--- config.mk ---
export PLATFORM = sky130hd
export DESIGN_NAME = ram_port_arbiter
export DESIGN_NICKNAME = d
export VERILOG_FILES = /design/src/rtl/ram_arb_pkg.sv /design/src/rtl/arb_rr2.sv /design/src/rtl/ram_port_arbiter.sv
export SDC_FILE = /design/constraint.sdc
export NUM_CORES = 1
export LEC_CHECK = 0
export ABC_AREA = 0
export CAP_MARGIN = 10
export CORE_ASPECT_RATIO = 0.9
export CORE_MARGIN = 3
export CORE_UTILIZATION = 29
export DETAILED_ROUTE_END_ITERATION = 8
export PLACE_DENSITY = 0.95
export REMOVE_ABC_BUFFERS = 1
export SYNTH_ARGS = -nofsm -noshare
export SYNTH_HDL_FRONTEND = slang
export SYNTH_HIERARCHICAL = 1
export SYNTH_SLANG_ARGS = --single-unit
--- constraint.sdc ---
create_clock -name clk50 -period 3.15 [get_ports clk50]
set_clock_uncertainty 0.1 [all_clocks]
set_input_delay 0.63 -clock clk50 [delete_from_list [all_inputs] [get_ports clk50]]
set_output_delay 0.63 -clock clk50 [all_outputs]
set_load 0.1 [all_outputs]
--- src/rtl/ram_arb_pkg.sv ---
// Shared types and constants for the two-port RAM arbiter.
package ram_arb_pkg;

  typedef enum logic [1:0] {
    ST_IDLE,
    ST_ISSUE,
    ST_RD_WAIT
  } arb_state_e;

  localparam int unsigned ARB_ADDR_W = 25;
  localparam int unsigned ARB_DATA_W = 16;

  // Port 0 is the SD init loader, port 1 the general requester.
  localparam int unsigned PORT0 = 0;
  localparam int unsigned PORT1 = 1;

endpackage

--- src/rtl/arb_rr2.sv ---
// Two-way round-robin picker: one-hot pick from eligible requests,
// favouring the port that did not win last time on a tie.
module arb_rr2 (
  input  logic [1:0] eligible,
  input  logic       last_grant,
  output logic [1:0] pick
);

  always_comb begin
    pick = eligible;
    if (eligible == 2'b11) begin
      pick = last_grant ? 2'b01 : 2'b10;
    end
  end

endmodule

--- src/rtl/ram_port_arbiter.sv ---
// Arbitrates two word-addressed request ports onto one memory-controller
// command port, one transaction at a time, with a read-data timeout.
module ram_port_arbiter
  import ram_arb_pkg::*;
#(
  parameter int unsigned ADDR_W     = ARB_ADDR_W,
  parameter int unsigned DATA_W     = ARB_DATA_W,
  parameter int unsigned RD_TIMEOUT = 255
) (
  input  logic              clk50,
  input  logic              reset,
  input  logic              boot_lock,
  input  logic [1:0]        p_req,
  input  logic [1:0]        p_we,
  input  logic [ADDR_W-1:0] p0_addr,
  input  logic [ADDR_W-1:0] p1_addr,
  input  logic [DATA_W-1:0] p0_wdata,
  input  logic [DATA_W-1:0] p1_wdata,
  output logic [1:0]        p_op_begun,
  output logic [DATA_W-1:0] p_rdata,
  output logic [1:0]        p_rvalid,
  output logic              mem_req,
  output logic              mem_we,
  output logic [ADDR_W-1:0] mem_addr,
  output logic [DATA_W-1:0] mem_wdata,
  input  logic              mem_op_begun,
  input  logic              mem_rvalid,
  input  logic [DATA_W-1:0] mem_rdata,
  output logic [1:0]        grant,
  output logic              rd_timeout
);

  arb_state_e  state_q, state_d;
  logic [1:0]  grant_q, grant_d;
  logic        last_q, last_d;
  logic [7:0]  cnt_q, cnt_d;
  logic        to_q, to_d;

  logic [1:0]  eligible;
  logic [1:0]  pick;
  logic        gsel;
  logic        req_live;
  logic        timeout_hit;

  // boot_lock only masks new decisions; an owned transaction runs to completion.
  assign eligible    = p_req & {~boot_lock, 1'b1};
  assign gsel        = grant_q[PORT1];
  assign req_live    = p_req[gsel];
  assign timeout_hit = (cnt_q == 8'(RD_TIMEOUT - 1));

  arb_rr2 u_rr (
    .eligible   (eligible),
    .last_grant (last_q),
    .pick       (pick)
  );

  always_comb begin
    state_d    = state_q;
    grant_d    = grant_q;
    last_d     = last_q;
    cnt_d      = cnt_q;
    to_d       = to_q;
    mem_req    = 1'b0;
    mem_we     = 1'b0;
    mem_addr   = '0;
    mem_wdata  = '0;
    p_op_begun = '0;
    p_rvalid   = '0;
    p_rdata    = '0;

    case (state_q)
      ST_IDLE: begin
        if (eligible != 2'b00) begin
          grant_d = pick;
          last_d  = pick[PORT1];
          state_d = ST_ISSUE;
        end
      end

      ST_ISSUE: begin
        if (!req_live) begin
          state_d = ST_IDLE;
          grant_d = '0;
        end else begin
          mem_req    = 1'b1;
          mem_we     = p_we[gsel];
          mem_addr   = gsel ? p1_addr : p0_addr;
          mem_wdata  = gsel ? p1_wdata : p0_wdata;
          p_op_begun = grant_q & {2{mem_op_begun}};
          if (mem_op_begun) begin
            if (p_we[gsel]) begin
              state_d = ST_IDLE;
              grant_d = '0;
            end else begin
              state_d = ST_RD_WAIT;
              cnt_d   = '0;
            end
          end
        end
      end

      ST_RD_WAIT: begin
        p_rdata = mem_rdata;
        cnt_d   = cnt_q + 8'd1;
        if (mem_rvalid) begin
          p_rvalid = grant_q;
          state_d  = ST_IDLE;
          grant_d  = '0;
        end else if (timeout_hit) begin
          p_rvalid = grant_q;
          p_rdata  = '0;
          to_d     = 1'b1;
          state_d  = ST_IDLE;
          grant_d  = '0;
        end
      end

      default: begin
        state_d = ST_IDLE;
        grant_d = '0;
      end
    endcase
  end

  always_ff @(posedge clk50) begin
    if (reset) begin
      state_q <= ST_IDLE;
      grant_q <= '0;
      last_q  <= 1'b1;
      cnt_q   <= '0;
      to_q    <= 1'b0;
    end else begin
      state_q <= state_d;
      grant_q <= grant_d;
      last_q  <= last_d;
      cnt_q   <= cnt_d;
      to_q    <= to_d;
    end
  end

  assign grant      = grant_q;
  assign rd_timeout = to_q;

endmodule

==> flow_summary_export.csv, run 1 <==
group,metric,value,unit
run_status,status,"finished clean",
die,start_util,31.01,%
sta,finalSetupViolCount,0,
cts,cts_buffer_depth,2,
route,ant_nets,0,
sta,tns,0,ns
route,drc,0,
route,drtIter0Drc,80,
min_path,min_delay_path_depth,2,
die,coreArea,5015,um2
worst_setup_path,r2r-start,"grant[1]",
die,io_pins,173,
cells_and_area,syn_to_final_growth,157.0,%
cts,ctsHtreeMaxLevel,1,
route,drt_wl_total,7953,um
route,dr.pass1.iters,4,
power_and_ir_drop,p_switching,0.4109,mW
cts,clkLatencyLatePin,0.25,ns
grt,grt_pass1_wl,11720,um
route,routedWlPerCell,17.99,um
grt,track_usage,23.69,%
worst_setup_path,rr_worst_depth,5,
grt,grt.overflow.total,0,
cts,cts_inserted_buffers,3,
placed_design,dp_slack,0.1673,ns
placed_design,dp_hpwl,6795,um
worst_setup_path,cp.required,2.42,ns
worst_setup_path,cp.arrival,2.27,ns
grt,grt_max_degree,45,
power_and_ir_drop,seq_power_share,20.2,%
die,die_h,75.48,um
die,row_count,24,
power_and_ir_drop,peakVddDrop,0.2902,mV
grt,antenna_found_initial,0,
cts,cts_repair_resize_count,0,
logic_synthesis,ys_seq_elements,14,
power_and_ir_drop,internal-power,0.5373,mW
logic_synthesis,ys_types,38,
placed_design,port_buffers,172,
cts,cts_tree,"built",
min_path,holdPathEnd,"rd_timeout",
power_and_ir_drop,p_leak,1.474,nW
worst_setup_path,crit_path_max_fanout,42,
sta,clock.fmax,333.7,MHz
power_and_ir_drop,power_density,237.3,nW/um2
worst_setup_path,path_class,"in -> out",
placed_design,place.gp.congestion,0.9108,
sta,worstMarginPinSlew,0.6260,ns
die,dieArea,6279,um2
cells_and_area,multi_input_area,1170,um2
worst_setup_path,end_kind,"output pin",
cells_and_area,final_nets,488,
sta,period_needed,2.997,ns
worst_setup_path,critPathLaunchType,"input pin",
logic_synthesis,yosysSeqAreaShare,18.02,%
power_and_ir_drop,netSwitchingFraction,43.33,%
sta,finalHoldViolations,0,
cts,post_cts_buffers,0,
cells_and_area,fillers,284,
sta,rsz0062_at_grt,"false",
grt,grt_pass1_vias,2189,
cts,cts.sinks,14,
route,num_vias,2176,
worst_setup_path,r2r_setup_slack,1.41,ns
logic_synthesis,mappedNetlistArea,1555,um2
power_and_ir_drop,pwr-share-clk,15.4,%
logic_synthesis,postSynthAreaPerCell,7.302,um2
cells_and_area,antenna_cells,0,
sta,slew_headroom,58.11,%
die,fp.dieW,83.20,um
cts,ctsHoldBuffers,0,
cells_and_area,drive_gt1_share,20.95,%
sta,post-route-period-util,95.14,%
min_path,min-delay-start,"rd_timeout",
sta,worst_slack,0.1531,ns
logic_synthesis,netlist_instances,213,
cells_and_area,regArea,281.5,um2
flow_run,drv_cap,0,
logic_synthesis,yosys_warnings,6,
cts,clockRootBuffer,"clkbuf_8",
sta,drv_slew,0,
route,via_per_inst,4.923,
min_path,hold_class,"reg -> reg",
worst_setup_path,r2r-end,"grant[0]",
cts,clk_pin_slew,0.05,ns
power_and_ir_drop,power_frac_comb,64.4,%
routing by layer:
metal  wire (um)  vias up  GRT usage, %
met5           0        -             0
met4         103        0         3.630
met3         360       10         3.784
met2        4621       81         51.25
met1        2867     1020         24.74
li1            -     1065             -
power groups by stage:
stage | Sequential [mW] | Clock (mW) | Combinational (mW)
final | 0.191 | 0.146 | 0.611
after global routing | 0.192 | 0.154 | 0.633
after CTS | 0.191 | 0.145 | 0.613
after detailed placement | 0.194 | 0 | 0.612
after global placement | 0.194 | 0 | 0.599
after floorplan | 0.213 | 0 | 0.298
kinds of logic after synthesis:
family,Yosys count,share of synthesized area [%]
AOI/OAI and AO/OA,25,11.51
buffers and inverters,23,6.758
and+or+nand+nor,102,31.38
xor gates and xnor gates,2,1.127
adders and majority gates,2,1.609
muxes,45,29.61
DFF,14,18.02
flip-flops by register name, summed over array words and instances, names as in the netlist:
name and count:
rd_timeout 1, last_q 1, grant 2, cnt_q 8, state_q 2
stage by stage:
step / area (um2) / instances / util, % / total power [mW] / hold slack [ns]
floorplan: 1488 / 200 / - / 0.5102 / 0.3713
global placement: 3955 / 439 / 78.87 / 0.7930 / 0.3546
detailed placement: 3955 / 439 / 78.87 / 0.8058 / 0.3884
CTS: 3996 / 442 / 79.69 / 0.9500 / 0.4005
global route: 3996 / 442 / 79.69 / 0.9787 / 0.4294
finish: 3996 / 442 / 79.69 / 0.9482 / 0.3973
worst max path at each step:
stage	start	to	slack, ns
5_1_grt	p_req[0]	mem_addr[10]	0.07
3_3_place_gp	p_req[0]	mem_addr[11]	0.25
6_report	p_req[0]	mem_addr[10]	0.15
2_1_floorplan	grant[1]	p_op_begun[0]	-3.26
3_5_place_dp	p_req[0]	mem_addr[10]	0.17
4_1_cts	p_req[0]	mem_addr[10]	0.15
Yosys cell counts:
cell type / n / area, um2
o21a_1: 1 / 7.510
mux2_1: 1 / 11.26
clkbuf_2: 1 / 5.000
nor4_2: 1 / 12.51
or3_1: 4 / 25.02
inv_1: 10 / 37.54
a21boi_1: 1 / 7.510
nand2_1: 6 / 22.52
or2_2: 1 / 6.260
or4_1: 1 / 7.510
and2_1: 16 / 100.1
a22oi_1: 1 / 7.510
a211oi_2: 1 / 12.51
xnor2_1: 2 / 17.52
a31oi_1: 1 / 6.260
a21boi_0: 1 / 7.510
nor3b_1: 1 / 7.510
and2b_2: 1 / 8.760
mux2i_2: 1 / 13.76
a41oi_4: 1 / 27.53
nand4_1: 3 / 18.77
nand3_1: 5 / 25.02
o41ai_1: 1 / 8.760
buf_2: 11 / 55.05
buf_4: 1 / 7.510
nor2b_1: 2 / 12.51
nor4_1: 1 / 6.260
nor2_1: 54 / 202.7
mux2i_1: 42 / 420.4
a21oi_1: 8 / 40.04
mux2_4: 1 / 15.01
o311ai_1: 1 / 8.760
o21ai_0: 6 / 30.03
dfxtp_1: 14 / 280.3
nor3_1: 4 / 20.02
o31ai_1: 2 / 15.01
ha_1: 2 / 25.02
nand2b_1: 2 / 12.51
critical path, cell delays in order:
cell	delay (ns)
clkdlybuf4s50_1	0.56
mux2_4	0.21
nand2_1	0.13
buf_12	0.21
nor2_1	0.28
buf_12	0.22
cells in the final DEF (no fill, tap or decap), types with 3 or more instances in the layout:
cell,n
a21oi_1,8
and2_1,16
buf_12,65
buf_4,3
clkbuf_8,3
clkdlybuf4s50_1,106
dfxtp_1,13
inv_1,10
mux2i_1,42
nand2_1,6
nand3_1,5
nand4_1,3
nor2_1,54
nor3_1,4
o21ai_0,6
or3_1,4
cell type report:
cell class | count | share of cell area (%)
Timing Repair Buffer | 174 | 59.67
Multi-Input combinational cell | 176 | 29.27
Sequential cell | 14 | 7.044
Tap cell | 65 | 2.035
Clock buffer | 3 | 1.033
Inverter | 10 | 0.9393
No activity file was read; power rests on OpenSTA's default activity.
==> inputs of run 2 (changes only) <==
--- a/config.mk
+++ b/config.mk
@@ -12,7 +12,9 @@
 export CORE_UTILIZATION = 29
 export DETAILED_ROUTE_END_ITERATION = 8
 export PLACE_DENSITY = 0.95
+export RECOVER_POWER = 100
 export REMOVE_ABC_BUFFERS = 1
+export SETUP_SLACK_MARGIN = 0.1
 export SYNTH_ARGS = -nofsm -noshare
 export SYNTH_HDL_FRONTEND = slang
 export SYNTH_HIERARCHICAL = 1
==> run 2 against run 1 <==
  * Setup slack worse by 0.029 ns
  * Global-route usage unchanged
  * Combinational power is 13% lower
  * Critical path depth stayed put
  * Core utilization is 11 points lower
  * Count of clock-buffer cells in the layout unchanged
  * Largest power group unchanged
==> flow_summary_export.csv, run 2 (same netlist as run 1, synthesis figures left out) <==
group,metric,value,unit
die,io_pins,173,
cells_and_area,largest_reg_flops,8,
cells_and_area,final_cell_mix,"clkdlybuf4s50_1, nor2_1, mux2i_1",
worst_setup_path,rr_worst_depth,4,
route,drc,0,
route,ant_nets,0,
cells_and_area,multi_input_area,1150,um2
cts,cts.sinks,14,
worst_setup_path,cp.required,2.42,ns
worst_setup_path,cp.arrival,2.30,ns
grt,grt_pass1_vias,2189,
worst_setup_path,crit_path_max_fanout,42,
cells_and_area,final_nets,488,
sta,period_needed,3.025,ns
placed_design,dp_hpwl,6795,um
placed_design,dp.cells,439,
grt,antenna_found_initial,0,
flow_run,drv_cap,0,
sta,finalSetupViolCount,0,
sta,finalHoldViolations,0,
cells_and_area,final_common_cell,"clkdlybuf4s50_1",
power_and_ir_drop,p_total,0.8672,mW
cts,ctsHtreeMaxLevel,1,
cells_and_area,regArea,281.5,um2
worst_setup_path,path_class,"in -> out",
cells_and_area,antenna_cells,0,
run_status,status,"finished clean",
cts,clkLatencyLatePin,0.24,ns
cells_and_area,utilization,68.39,%
cts,clk_pin_slew,0.05,ns
cts,post_cts_buffers,0,
placed_design,place.gp.congestion,0.9108,
sta,post-route-period-util,96.05,%
die,row_count,24,
route,routedWlPerCell,18.17,um
cells_and_area,drive_gt1_share,19.89,%
sta,drv_slew,0,
power_and_ir_drop,p_switching,0.3964,mW
route,drt_wl_total,8029,um
grt,grt_pass1_wl,11720,um
worst_setup_path,end_kind,"output pin",
power_and_ir_drop,peakVddDrop,0.2900,mV
die,fp.dieW,83.20,um
sta,worst_slack,0.1245,ns
power_and_ir_drop,pwr-share-clk,16.8,%
die,dieArea,6279,um2
placed_design,dp_slack,0.1673,ns
worst_setup_path,r2r-end,"cnt_q[6]",
power_and_ir_drop,power_density,252.9,nW/um2
worst_setup_path,critPathLaunchType,"input pin",
die,coreArea,5015,um2
power_and_ir_drop,internal-power,0.4708,mW
sta,slew_headroom,21.27,%
grt,grt.overflow.total,0,
die,die_h,75.48,um
cts,cts_buffer_depth,2,
grt,track_usage,23.69,%
die,start_util,31.01,%
sta,rsz0062_at_grt,"false",
min_path,hold_class,"reg -> reg",
min_path,min-delay-start,"rd_timeout",
cts,ctsHoldBuffers,0,
placed_design,port_buffers,172,
cells_and_area,top_register,"cnt_q",
power_and_ir_drop,netSwitchingFraction,45.71,%
route,via_per_inst,4.966,
route,dr.pass1.iters,4,
grt,grt_max_degree,45,
sta,holdWs,0.3895,ns
cells_and_area,syn_to_final_growth,120.5,%
cts,cts_tree,"built",
cells_and_area,fillers,369,
cells_and_area,finalNonFillerCells,442,
sta,tns,0,ns
min_path,holdPathEnd,"rd_timeout",
placed_design,dpl-instance-area,3955,um2
power_and_ir_drop,power_frac_comb,61.1,%
sta,worstMarginPinSlew,1.186,ns
worst_setup_path,r2r-start,"grant[1]",
route,num_vias,2195,
power_and_ir_drop,seq_power_share,22.1,%
sta,clock.fmax,330.5,MHz
cts,clockRootBuffer,"clkbuf_8",
worst_setup_path,r2r_setup_slack,1.33,ns
power_and_ir_drop,p_leak,1.298,nW
cells_and_area,postLayoutCellArea,3430,um2
route,drtIter0Drc,56,
min_path,min_delay_path_depth,2,
cts,cts_inserted_buffers,3,
==> run 2: repair_timing <==
| action | 4_1_cts | 5_1_grt |
|---|---|---|
| hold endpoints to repair | 0 | 0 |
| gates resized for setup | 0 | 2 |
| endpoints found under the setup margin | 0 | 17 |
==> run 2: worst max-delay path by stage <==
stage	slack, ns	startpoint	endpoint	cells after the start
CTS	0.15	p_req[0]	mem_addr[10]	6
floorplan	-3.26	grant[1]	p_op_begun[0]	3
global placement	0.25	p_req[0]	mem_addr[11]	6
finish	0.12	p_req[1]	mem_wdata[2]	6
detailed placement	0.17	p_req[0]	mem_addr[10]	6
global route	0.06	p_req[1]	mem_addr[21]	6
==> run 2: area by class of cell <==
type	instances	share of cell area, %
timing repair buffer	174	53.59
multi-input combinational	176	33.53
sequential	14	8.209
tap	65	2.371
clock buffer	3	1.204
inverter	10	1.094
==> run 2: power by group through the flow <==
stage	logic, mW	registers, mW	clock network [mW]
2_1_floorplan	0.298	0.213	0
3_3_place_gp	0.599	0.194	0
3_5_place_dp	0.612	0.194	0
5_1_grt	0.552	0.192	0.154
6_report	0.530	0.192	0.146
4_1_cts	0.613	0.191	0.145
==> run 2: routing by layer <==
layer / global-route usage [%] / vias up / wire [um]
met2: 51.25 / 93 / 4616
met4: 3.630 / 0 / 97
met5: 0 / - / 0
li1: - / 1061 / -
met3: 3.784 / 12 / 384
met1: 24.74 / 1029 / 2931
==> run 2: critical path, cell delays in order <==
cell	delay, ns
dlygate4sd3_1	0.59
mux2_4	0.29
nand2_1	0.17
buf_12	0.23
nor2_1	0.08
clkbuf_4	0.28
